===== config.mk =====
export PLATFORM = sky130hd
export DESIGN_NAME = alu_op2_ror_seq_flat
export DESIGN_NICKNAME = d
export VERILOG_FILES = /design/src/rtl/alu_op2_ror_seq_if.sv /design/src/rtl/alu_op2_ror_seq.sv /design/src/flat_wrapper.sv
export SDC_FILE = /design/constraint.sdc
export NUM_CORES = 1
export LEC_CHECK = 0
export CORE_UTILIZATION = 35
export DETAILED_ROUTE_END_ITERATION = 10
export DONT_BUFFER_PORTS = 1
export HOLD_SLACK_MARGIN = 0.05
export PLACE_DENSITY = 0.51
export SYNTH_ARGS = -nofsm -noshare
export SYNTH_HDL_FRONTEND = slang
export SYNTH_SLANG_ARGS = --single-unit

===== constraint.sdc =====
create_clock -name clk -period 1 [get_ports clk]
set_input_delay 0.25 -clock clk [delete_from_list [all_inputs] [get_ports clk]]
set_output_delay 0.25 -clock clk [all_outputs]
set_load 0.005 [all_outputs]

===== src/rtl/alu_op2_ror_seq_if.sv =====
// Operand/result handshake bundle for the sequential rotate-right unit.
// The master issues operands and collects results; the slave is the rotator.
interface alu_op2_ror_seq_if #(
    parameter int unsigned WIDTH = 7,
    parameter int unsigned AMT_W = 3
);
    logic             in_valid;
    logic             in_ready;
    logic [WIDTH-1:0] a;
    logic [AMT_W-1:0] n;
    logic             out_valid;
    logic             out_ready;
    logic [WIDTH-1:0] r;
    logic             busy;

    modport master (
        output in_valid, a, n, out_ready,
        input  in_ready, out_valid, r, busy
    );

    modport slave (
        input  in_valid, a, n, out_ready,
        output in_ready, out_valid, r, busy
    );
endinterface


===== src/rtl/alu_op2_ror_seq.sv =====
// Sequential rotate-right, one bit per clock; inverse of the op2 rotate-left unit.
// All outputs come from registers or are decoded from state alone.
module alu_op2_ror_seq #(
    parameter int unsigned WIDTH = 7,
    parameter int unsigned AMT_W = 3
) (
    input  logic               clk,
    input  logic               rst_n,
    alu_op2_ror_seq_if.slave   bus
);

    typedef enum logic [1:0] {StIdle, StShift, StDone} state_e;

    state_e           r_state;
    state_e           w_state_next;
    logic [WIDTH-1:0] r_data;
    logic [AMT_W-1:0] r_count;
    logic             w_accept;
    logic [AMT_W-1:0] w_n_eff;

    // A single subtract only folds amounts below 2*WIDTH.
    if ((1 << AMT_W) > 2 * WIDTH) begin : g_amt_check
        $error("alu_op2_ror_seq: 2**AMT_W must not exceed 2*WIDTH");
    end

    if (WIDTH >= (1 << AMT_W)) begin : g_no_reduce
        assign w_n_eff = bus.n;
    end else begin : g_reduce
        localparam logic [AMT_W:0] WidthExt = (AMT_W + 1)'(WIDTH);
        logic [AMT_W:0] w_n_ext;
        logic [AMT_W:0] w_n_red;
        assign w_n_ext = {1'b0, bus.n};
        assign w_n_red = (w_n_ext >= WidthExt) ? (w_n_ext - WidthExt) : w_n_ext;
        assign w_n_eff = w_n_red[AMT_W-1:0];
    end

    assign w_accept = bus.in_valid && (r_state == StIdle);

    always_ff @(posedge clk or negedge rst_n) begin
        if (!rst_n) begin
            r_state <= StIdle;
        end else begin
            r_state <= w_state_next;
        end
    end

    always_ff @(posedge clk or negedge rst_n) begin
        if (!rst_n) begin
            r_data  <= '0;
            r_count <= '0;
        end else if (w_accept) begin
            r_data  <= bus.a;
            r_count <= w_n_eff;
        end else if (r_state == StShift) begin
            r_data  <= {r_data[0], r_data[WIDTH-1:1]};
            r_count <= r_count - AMT_W'(1);
        end
    end

    always_comb begin
        w_state_next = r_state;
        unique case (r_state)
            StIdle: begin
                if (bus.in_valid) begin
                    w_state_next = (w_n_eff == '0) ? StDone : StShift;
                end
            end
            StShift: begin
                if (r_count == AMT_W'(1)) begin
                    w_state_next = StDone;
                end
            end
            StDone: begin
                if (bus.out_ready) begin
                    w_state_next = StIdle;
                end
            end
            default: w_state_next = StIdle;
        endcase
    end

    always_comb begin
        bus.in_ready  = (r_state == StIdle);
        bus.out_valid = (r_state == StDone);
        bus.busy      = (r_state != StIdle);
        bus.r         = r_data;
    end

endmodule


===== src/flat_wrapper.sv =====
// flat-port wrapper written by rule: the top's interface ports become plain ports
module alu_op2_ror_seq_flat 
#(
    parameter int unsigned WIDTH = 7,
    parameter int unsigned AMT_W = 3
)
  (clk, rst_n, bus_in_valid, bus_a, bus_n, bus_out_ready, bus_in_ready, bus_out_valid, bus_r, bus_busy);
  alu_op2_ror_seq_if #(.WIDTH(WIDTH), .AMT_W(AMT_W)) bus_i ();
  input  logic clk;
  input  logic rst_n;
  input wire logic [$bits(bus_i.in_valid)-1:0] bus_in_valid;
  input wire logic [$bits(bus_i.a)-1:0] bus_a;
  input wire logic [$bits(bus_i.n)-1:0] bus_n;
  input wire logic [$bits(bus_i.out_ready)-1:0] bus_out_ready;
  output wire logic [$bits(bus_i.in_ready)-1:0] bus_in_ready;
  output wire logic [$bits(bus_i.out_valid)-1:0] bus_out_valid;
  output wire logic [$bits(bus_i.r)-1:0] bus_r;
  output wire logic [$bits(bus_i.busy)-1:0] bus_busy;
  assign bus_i.in_valid = bus_in_valid;
  assign bus_i.a = bus_a;
  assign bus_i.n = bus_n;
  assign bus_i.out_ready = bus_out_ready;
  assign bus_in_ready = bus_i.in_ready;
  assign bus_out_valid = bus_i.out_valid;
  assign bus_r = bus_i.r;
  assign bus_busy = bus_i.busy;
  alu_op2_ror_seq #(.WIDTH(WIDTH), .AMT_W(AMT_W)) u_core (.clk(clk), .rst_n(rst_n), .bus(bus_i));
endmodule

[Word-level counts from Yosys, hierarchy flattened]
Index checks and enable logic that the tools add are counted.
Storage, ports and cells
  register bits after elaboration: 12
  bits of input ports: 14
  output and inout bits: 10
  word-level logic and storage cells: 28
Operators by class
  add/sub/neg operators: 2
  order comparisons: 1
  equality and inequality tests: 6
  mux-type cells: 10
  reduce and logical (&&, ||, !) cells: 6
Operator list (count)
  2-to-1 mux 7 bit: 2
  2-to-1 mux 3 bit: 3
  2-to-1 mux 2 bit: 4
  inequality test 2 bit, second input constant: 3
  one-hot mux 2 bit (3 select lines): 1
  nonzero test 2 bit: 2
  equality test 3 x 1 -> 1 bit, second input constant: 1
  >= comparator 3 bit, second input constant: 1
  zero test 3 bit: 1
  AND reduction 3 bit: 1
  subtractor 3 x 1 -> 3 bit, second input constant: 1
  subtractor 3 bit, second input constant: 1
  equality test 2 x 1 -> 1 bit, second input constant: 1
  equality test 2 bit, second input constant: 1
  zero test 2 bit: 1
  logical AND 1 bit: 1

[Depth between registers and ports, before layout]
Gate-level depths: netlist of run 1.
  depth in word-level cells: 6
  gate-level depth with buffers: 7

[Least setup slack after synthesis of run 1]
No wires, ideal clock.
  path type: input -> register
  from: in bus_n[0]
  to: reg u_core.r_state[0]
  library setup time: 0.142 ns
  data arrival time: 1.362 ns
  path slack: -0.503 ns
  stages on the path: 6
  path buffers: 1
  path through: ha_1 -> ha_1 -> clkbuf_1 -> or4_4 -> o41ai_2 -> o22ai_1
Between the ends
  longest elaborated chain between the ends: 6
  elaborated cells between the ends (all ways): 7
  classes of those cells: add/sub: 1; order compare: 1; mux: 4; reduce/logical: 1
Ends and longest elaborated chain
  start: declaration: line flat_wrapper.sv:13  | input wire logic [$bits(bus_i.n)-1:0] bus_n;
  subtractor 3 bit or >= comparator 3 bit (tied branches): line alu_op2_ror_seq.sv:33  | assign w_n_red = (w_n_ext >= WidthExt) ? (w_n_ext - WidthExt) : w_n_ext;
  2-to-1 mux 3 bit *: line alu_op2_ror_seq.sv:33
  zero test 3 bit *: line alu_op2_ror_seq.sv:65  | w_state_next = (w_n_eff == '0) ? StDone : StShift;
  2-to-1 mux 2 bit *: line alu_op2_ror_seq.sv:65
  2-to-1 mux 2 bit *: line alu_op2_ror_seq.sv:64  | if (bus.in_valid) begin
  one-hot mux 2 bit (3 select lines) *: line alu_op2_ror_seq.sv:62  | unique case (r_state)
  end signal: assignment: line alu_op2_ror_seq.sv:41  | r_state <= StIdle;
  end signal: assignment: line alu_op2_ror_seq.sv:43  | r_state <= w_state_next;
  end: declaration: line alu_op2_ror_seq.sv:14  | state_e r_state;
Mark *: on every way between the ends. The rest lies on a longest branch, timed or not. The select of a mux whose other input is x is not followed.
A chain may end at the register's enable or synchronous reset.

[Final worst setup path of run 1]
  from: reg u_core.r_state[0]
  to: out bus_busy
Between the ends
  longest elaborated chain between the ends: 1
Ends and longest elaborated chain
  nonzero test 2 bit: line alu_op2_ror_seq.sv:85  | bus.busy = (r_state != StIdle);
  end: declaration: line flat_wrapper.sv:18  | output wire logic [$bits(bus_i.busy)-1:0] bus_busy;
Every way passes these cells.

==> results of run 1 <==
## area by class of cell
type                            instances  area (um2)
Clock buffer                            3       22.52
Fill cell                             195       924.6
Inverter                                5       18.77
Multi-Input combinational cell         60       534.3
Sequential cell                        12       304.0
Tap cell                               27       33.78
Timing Repair Buffer                   12       123.9
## worst max-delay path by stage
stage	cells past startpoint	end	slack, ps
after global routing	3	bus_busy	-280
after global placement	5	u_core.r_state[0]	-300
after floorplan	6	u_core.r_state[0]	-390
final	3	bus_busy	-220
after detailed placement	5	u_core.r_state[0]	-310
after CTS	3	bus_busy	-240
## layer usage
metal  up-vias  share of wire (%)
met5         -                  0
met4         0               0.40
met2        20                 48
li1        317                  -
met1       309                 45
met3         2                6.3
## sequential cells by signal, summed over array words and instances, names as in the netlist
signal          count
u_core.r_count      3
u_core.bus.r        7
u_core.r_state      2
## cell usage after synthesis, types with 2 or more instances
library cell  instances
nand2_1              12
o221ai_1              2
buf_2                 2
inv_1                 5
ha_1                  4
a21oi_1               4
dfrtp_1              12
a22oi_1               8
nor2b_1               6
o21ai_1               7
nor2_1                3
## where the power goes
group          internal [W]  switching (W)
logic               0.00102       0.000801
registers          0.000737       0.000281
clock network      0.000139       0.000156
total               0.00190        0.00124
## cells by family (layout without fill, tap and decap cells)
logic type	count (synthesis)	count (layout)
multiplexers	2	2
buffers and inverters	8	20
AO/OA/AOI/OAI	28	28
flip-flops	12	12
AND/OR/NAND/NOR	26	26
adder cells (fa/ha/maj)	4	4
## worst register-to-register path, stage by stage, from the launching register on
cell	delay, ps
dfrtp_2	460
buf_6	140
buf_6	110
nor2b_4	210
a22oi_1	100
o21ai_1	130
## stage by stage
stage / cell area (um2) / hold WS [ps] / setup WS [ps] / total power, W / TNS, ps
2_1_floorplan: 798.3 / -45.59 / -392.9 / 0.001883 / -1130
3_3_place_gp: 874.6 / -45.21 / -295.0 / 0.002342 / -1985
3_5_place_dp: 874.6 / -45.22 / -306.7 / 0.002348 / -2142
4_1_cts: 991.0 / 118.2 / -238.5 / 0.002999 / -2180
5_1_grt: 1037 / 142.3 / -282.2 / 0.003437 / -3102
6_report: 1037 / 132.7 / -221.7 / 0.003140 / -2149
## what timing repair did
item,in CTS,in global routing
resized for setup,18,12
buffers inserted,3,0
hold buffers,1,0
endpoints found under the hold margin,12,0
endpoints found under the setup margin,15,15
pin swaps,7,9
==> impl_metrics.tcl, run 1 <==
set metrics [dict create \
    fin_util_pct 52.87 \
    drt-pass1-iter-count 7 \
    drc 1 \
    ff2ff_path_depth 5 \
    gr-total-overflow 0 \
    insertion_delay_ps 270 \
    die_w_um 47.65 \
    whs_endpoint "u_core.r_state[0]" \
    synthToLayoutAreaGrowth_pct 42.19 \
    grt_pass1_vias 605 \
    cts.sinks 12 \
    worstSetupStartpointType "flip-flop" \
    fin_crit_ps 1222 \
    final_common_cell "nand2_1" \
    cpLargestDelayFamily "flip-flops" \
    rsz0062_at_grt "yes" \
    setup_viol 15 \
    place.gp.congestion 0.7531 \
    crit_type "reg2out" \
    htreeDepth 1 \
    die_area_um2 2271 \
    irDropWorstVdd_uv 1408 \
    synthXorXnorAreaFrac_pct 0 \
    diodes 0 \
    drv_slew 0 \
    gr-usage-met3_pct 5.660 \
    finalCritPeriodShare_pct 122.2 \
    cts-root-buf "clkbuf_4" \
    fmax_ghz 0.8186 \
    synth_edf_count 0 \
    synth_top_family_by_area "compound AO/OA/AOI/OAI gates" \
    critPathLaunch "u_core.r_state[0]" \
    core_area_um2 1962 \
    synth_top_area_share_pct 41.17 \
    ios 24 \
    synthArstFlopShare_pct 100.0 \
    synth-simple-area-share_pct 17.67 \
    hold_class "in2reg" \
    drt-initial-drc-count 5 \
    busiest_layer "met2" \
    path_buf_inv 2 \
    slowest_delay_ps 460 \
    cts_buffers 3 \
    yosys.area_share.adder_pct 6.861 \
    avgSynthCellArea_um2 9.118 \
    start_util_pct 37.18 \
    reg2reg_slack_ps -200 \
    post-dp-hpwl_um 1285 \
    violations "DRC, setup timing" \
    syn_nets 98 \
    use_met1_pct 21.89 \
    die_h_um 47.65 \
    layout_common_cells "nand2_1 (11), dfrtp_1 (9), o21ai_1 (7)" \
    critPathSlowestCell "dfrtp_2" \
    relSlewSlack_pct 59.70 \
    synth_compound_area_share_pct 26.93 \
    drive_gt1_share_pct 46.74 \
    crit_fanout 4 \
    via_count 648 \
    portBuffers 0 \
    ant_nets 0 \
    outcome "complete, but fails checks" \
    final.setup_skew_ps 7.067 \
    hold_viol_final 0 \
    grt_pass1_wl_um 2622 \
    synth_cell_type_count 26 \
    maxCapViolCount 0 \
    hold_depth 2 \
    wl_per_cell_um 14.58 \
    cts.reportedPaths.clkPinSlew_ps 70 \
    rr_startpoint "u_core.r_state[0]" \
    reg2reg_to "u_core.bus.r[2]" \
    path_cells "nor2_4 -> buf_6 -> inv_2" \
    cts_tree "yes" \
    clock_path_buffers 2 \
    grt_use_met2_pct 27.12 \
    synthMuxAreaShare_pct 2.916 \
    rows 16 \
    synth.yosys.warnings 0 \
    ys.flop_type "dfrtp_1" \
    synth_top_cell_by_area "dfrtp_1" \
    tightest_slew_ps 602.5 \
    p_per_area_nw_per_um2 3027 \
    grt_max_degree 13 \
    instances_no_fill 119 \
    vias_per_cell 5.445 \
    end_kind "output pin" \
    crit_required_ps 750 \
    synth_area_leaders "dfrtp_1 (41%), a22oi_1 (8.2%), ha_1 (6.9%)" \
    yosysSeqAreaShare_pct 41.17 \
    fin_nets 112 \
    dp.cells 112 \
    finalWirelength_um 1735 \
    netlist_area_um2 729.5 \
    track_usage_pct 17.21 \
    antenna_found_initial 0 \
    layout_setup_ws_ps -221.7 \
    p_leak_nw 0.4438 \
    synth_seq_cells 12 \
    critPathArrivalTime_ps 970 \
    synth_cells 80 \
    holdCritStartpoint "bus_in_valid" \
]
Power figures use the tool's default switching activity.
==> run 2: changes to the inputs <==
Settings changed: CORE_UTILIZATION 35 to 55, PLACE_DENSITY 0.51 to 0.7.
Clock period 1 ns to 1.15 ns, I/O delays scaled along.
==> run 2 against run 1 <==
The run ends with setup timing left. Clock power is 13% higher. Die area is 35% lower. Critical path depth stayed put. Worst setup slack better by 64 ps. Critical endpoint unchanged. Via count is 15% higher.
==> impl_metrics.tcl, run 2 (synthesis results as in run 1) <==
set metrics [dict create \
    outcome "complete, but fails checks" \
    violations "setup timing" \
    layout_common_cells "buf_4 (18), nand2_1 (11), dfrtp_1 (10)" \
    maxCapViolCount 0 \
    rr_startpoint "u_core.r_state[0]" \
    cts-root-buf "clkbuf_4" \
    hold_class "in2reg" \
    reg2reg_slack_ps -100 \
    use_met1_pct 41.26 \
    final.setup_skew_ps 5.028 \
    portBuffers 0 \
    rows 12 \
    hold_viol_final 0 \
    final_common_cell "buf_4" \
    worstSetupStartpointType "flip-flop" \
    post-dp-hpwl_um 1433 \
    drv_slew 0 \
    busiest_layer "met2" \
    antenna_found_initial 0 \
    dp.cells 103 \
    irDropWorstVdd_uv 1692 \
    die_h_um 38.42 \
    relSlewSlack_pct 63.67 \
    fin_crit_ps 1308 \
    core_area_um2 1171 \
    cts.reportedPaths.clkPinSlew_ps 80 \
    die_w_um 38.42 \
    grt_pass1_wl_um 3339 \
    cts.sinks 12 \
    ios 24 \
    drive_gt1_share_pct 49.02 \
    p_leak_nw 0.4831 \
    crit_end "bus_busy" \
    finalWirelength_um 2351 \
    fin_util_pct 90.60 \
    reg2reg_to "u_core.bus.r[4]" \
    grt_pass1_vias 745 \
    wl_per_cell_um 20.27 \
    gr-usage-met3_pct 10.47 \
    track_usage_pct 35.18 \
    instances_no_fill 116 \
    crit_required_ps 860 \
    fin_nets 121 \
    rsz0062_at_grt "yes" \
    hold_depth 2 \
    die_area_um2 1476 \
    layout_setup_ws_ps -158.1 \
    critPathArrivalTime_ps 1020 \
    setup_tns_ps -832.5 \
    htreeDepth 1 \
    ant_nets 0 \
    synthToLayoutAreaGrowth_pct 45.45 \
    cts_tree "yes" \
    worst_hold_slack_ps 188.6 \
    start_util_pct 62.29 \
    p_per_area_nw_per_um2 2846 \
    largest_reg_flops 7 \
    clock_path_buffers 2 \
    fin_area_um2 1061 \
    gr-total-overflow 0 \
    grt_use_met2_pct 55.93 \
    critPathLaunch "u_core.r_state[1]" \
    setup_viol 13 \
    drc 0 \
    via_count 744 \
    end_kind "output pin" \
    ff2ff_path_depth 4 \
    place.gp.congestion 0.8279 \
    tightest_slew_ps 543.1 \
    finalCritPeriodShare_pct 113.7 \
    diodes 0 \
    crit_type "reg2out" \
    vias_per_cell 6.414 \
    cts_buffers 3 \
    grt_max_degree 13 \
    drt-pass1-iter-count 4 \
    fmax_ghz 0.7645 \
    place_area_um2 859.6 \
    insertion_delay_ps 270 \
    drt-initial-drc-count 43 \
    crit_fanout 3 \
]
[run 2: worst min-delay path by stage]
stage	from	to	slack (ps)
finish	bus_in_valid	u_core.r_state[0]	190
global route	bus_in_valid	u_core.r_state[0]	180
CTS	bus_in_valid	u_core.r_state[0]	170
detailed placement	rst_n	u_core.r_count[1]	-8
global placement	rst_n	u_core.r_count[1]	-8
floorplan	rst_n	u_core.bus.r[0]	-8
[run 2: report_power, final]
part           internal, W  leakage [nW]  total [W]  switching, W
clock             0.000192        0.0210   0.000335      0.000142
combinational     0.000936         0.316    0.00176      0.000826
sequential        0.000638         0.147   0.000923      0.000285
[run 2: worst max-delay path: stages (launching register included)]
cell and delay, ps:
dfrtp_2 460, nor2_4 140, buf_6 120, inv_2 30
[run 2: repair_timing]
item	in CTS	in global routing
setup endpoints to repair	11	14
hold buffers	1	0
hold endpoints to repair	12	0
pin swaps	5	1
resized for setup	17	10
buffers inserted	5	3
[run 2: final cells by class]
cell class / instances / area [um2]
Tap cell: 14 / 17.52
Fill cell: 49 / 110.1
Inverter: 5 / 18.77
Sequential cell: 12 / 302.8
Clock buffer: 4 / 36.28
Multi-Input combinational cell: 60 / 518.0
Timing Repair Buffer: 21 / 167.7
[run 2: per-stage QoR]
stage          setup WS [ps]  total power [W]
6_report              -158.1         0.003020
5_1_grt               -177.1         0.003170
4_1_cts               -130.4         0.002696
3_5_place_dp          -199.8         0.002027
3_3_place_gp          -163.3         0.001955
2_1_floorplan         -280.4         0.001551
[run 2: layer usage]
layer  wire, um  vias to the layer above
met1        880                      349
met5          0                        -
li1           -                      331
met4        121                        0
met3        196                       17
met2       1154                       47
==> run 3: changes to the inputs <==
Settings changed: CELL_PAD_IN_SITES_DETAIL_PLACEMENT set to 1, CELL_PAD_IN_SITES_GLOBAL_PLACEMENT set to 1, CORE_UTILIZATION 55 to 43, PLACE_DENSITY 0.7 to 0.74.
==> run 3 against run 2 <==
The run still ends with setup timing left. Sequential power fell by 6.4%. Global-route usage fell by 8.5 points. First-iteration DRC count shrank 67%. Non-clock buffer count decreased by 7. Core utilization down 29 points. Total power fell by 15%. Die area grew 26%. Sequential cell count is the same. Clock power shrank 20%. Worst setup slack improved by 40 ps. Critical path depth stayed put. Highest routed layer unchanged.
==> impl_metrics.tcl, run 3 (synthesis results as in run 1) <==
set metrics [dict create \
    outcome "complete, but fails checks" \
    violations "setup timing" \
    setup_tns_ps -639.7 \
    gr-total-overflow 0 \
    hold_class "in2reg" \
    holdCritStartpoint "bus_a[0]" \
    die_h_um 43.19 \
    grt_use_met2_pct 42.99 \
    worstSetupStartpointType "flip-flop" \
    dp.cells 103 \
    fillCellCount 185 \
    cts.reportedPaths.clkPinSlew_ps 70 \
    ios 24 \
    hold_viol_final 0 \
    tightest_slew_ps 594.9 \
    drc 0 \
    synthToLayoutAreaGrowth_pct 29.85 \
    relSlewSlack_pct 60.21 \
    layout_setup_ws_ps -118.1 \
    finalWirelength_um 2284 \
    critPathArrivalTime_ps 980 \
    p_per_area_nw_per_um2 2698 \
    htreeDepth 1 \
    place_area_um2 847.1 \
    grt_pass1_wl_um 3553 \
    drv_slew 0 \
    p_leak_nw 0.4274 \
    fin_nets 114 \
    slowest_delay_ps 450 \
    end_kind "output pin" \
    place.gp.congestion 0.8008 \
    fin_util_pct 61.44 \
    layout_common_cells "buf_4 (12), nand2_1 (11), dfrtp_1 (10)" \
    portBuffers 0 \
    grt_max_degree 13 \
    gr-usage-met3_pct 4.681 \
    drive_gt1_share_pct 37.23 \
    insertion_delay_ps 280 \
    crit_fanout 4 \
    ant_nets 0 \
    final.setup_skew_ps 1.340 \
    core_area_um2 1541 \
    maxCapViolCount 0 \
    cts_buffers 3 \
    vias_per_cell 6.318 \
    busiest_layer "met2" \
    rsz0062_at_grt "yes" \
    cts-root-buf "clkbuf_4" \
    fin_area_um2 947.2 \
    critPathLaunch "u_core.r_state[0]" \
    cts_tree "yes" \
    drt-pass1-iter-count 4 \
    irDropWorstVdd_uv 1165 \
    rows 14 \
    rr_startpoint "u_core.r_state[1]" \
    clock_path_buffers 2 \
    critPathSlowestCell "dfrtp_2" \
    track_usage_pct 26.64 \
    crit_type "reg2out" \
    diodes 0 \
    drt-initial-drc-count 14 \
    crit_required_ps 860 \
    fmax_ghz 0.7886 \
    antenna_found_initial 0 \
    finalCritPeriodShare_pct 110.3 \
    instances_no_fill 110 \
    die_area_um2 1865 \
    final_common_cell "buf_4" \
    grt_pass1_vias 717 \
    post-dp-hpwl_um 1556 \
    fin_crit_ps 1268 \
    cpLargestDelayFamily "flip-flops" \
    start_util_pct 47.32 \
    wl_per_cell_um 20.76 \
    largest_reg_flops 7 \
    use_met1_pct 34.57 \
    cts.sinks 12 \
    setup_viol 11 \
    path_buf_inv 2 \
    via_count 695 \
    path_cells "nor2_4 -> buf_6 -> inv_2" \
    detailedPlace.worstSlack_ps -206.7 \
    die_w_um 43.19 \
]
run 3: worst paths after layout:
| path | endpoint | slack, ps | depth (start not counted) |
|---|---|---|---|
| max | bus_busy | -120 | 3 |
| min | u_core.bus.r[0] | 190 | 2 |
| max reg2reg | u_core.bus.r[5] | -70 | 5 |
| min reg2reg | u_core.r_count[1] | 540 | 2 |
| max in group asynchronous | u_core.r_state[1] | 280 | 1 |
| min in group asynchronous | u_core.r_count[1] | 450 | 1 |
run 3: report_power, final:
group	total, W	switching (W)	internal [W]
combinational	0.00142	0.000702	0.000723
clock	0.000267	0.000145	0.000122
sequential	0.000864	0.000226	0.000638
run 3: final cells by class:
cell class	count	area (um2)	share of cell area (%)
Tap cell	16	20.02	2.114
Inverter	5	18.77	1.982
Sequential cell	12	302.8	31.97
Timing Repair Buffer	14	111.4	11.76
Clock buffer	3	22.52	2.378
Multi-Input combinational cell	60	471.7	49.80
run 3: per-layer routing:
metal,vias up,wire length (um)
li1,318,-
met1,356,1018
met2,16,1163
met3,5,66
met4,0,36
met5,-,0
run 3: metrics by stage:
step	hold slack (ps)	power (W)
6_report	194.9	0.002556
5_1_grt	213.0	0.002736
4_1_cts	175.7	0.002479
3_5_place_dp	-7.779	0.001986
3_3_place_gp	-7.852	0.001941
2_1_floorplan	-8.091	0.001551
run 3: what timing repair did:
item	in CTS	in global routing
buffers inserted	3	0
gates resized for setup	12	4
endpoints found under the setup margin	11	13
hold buffers	1	0
pin swaps	3	0
endpoints found under the hold margin	12	0
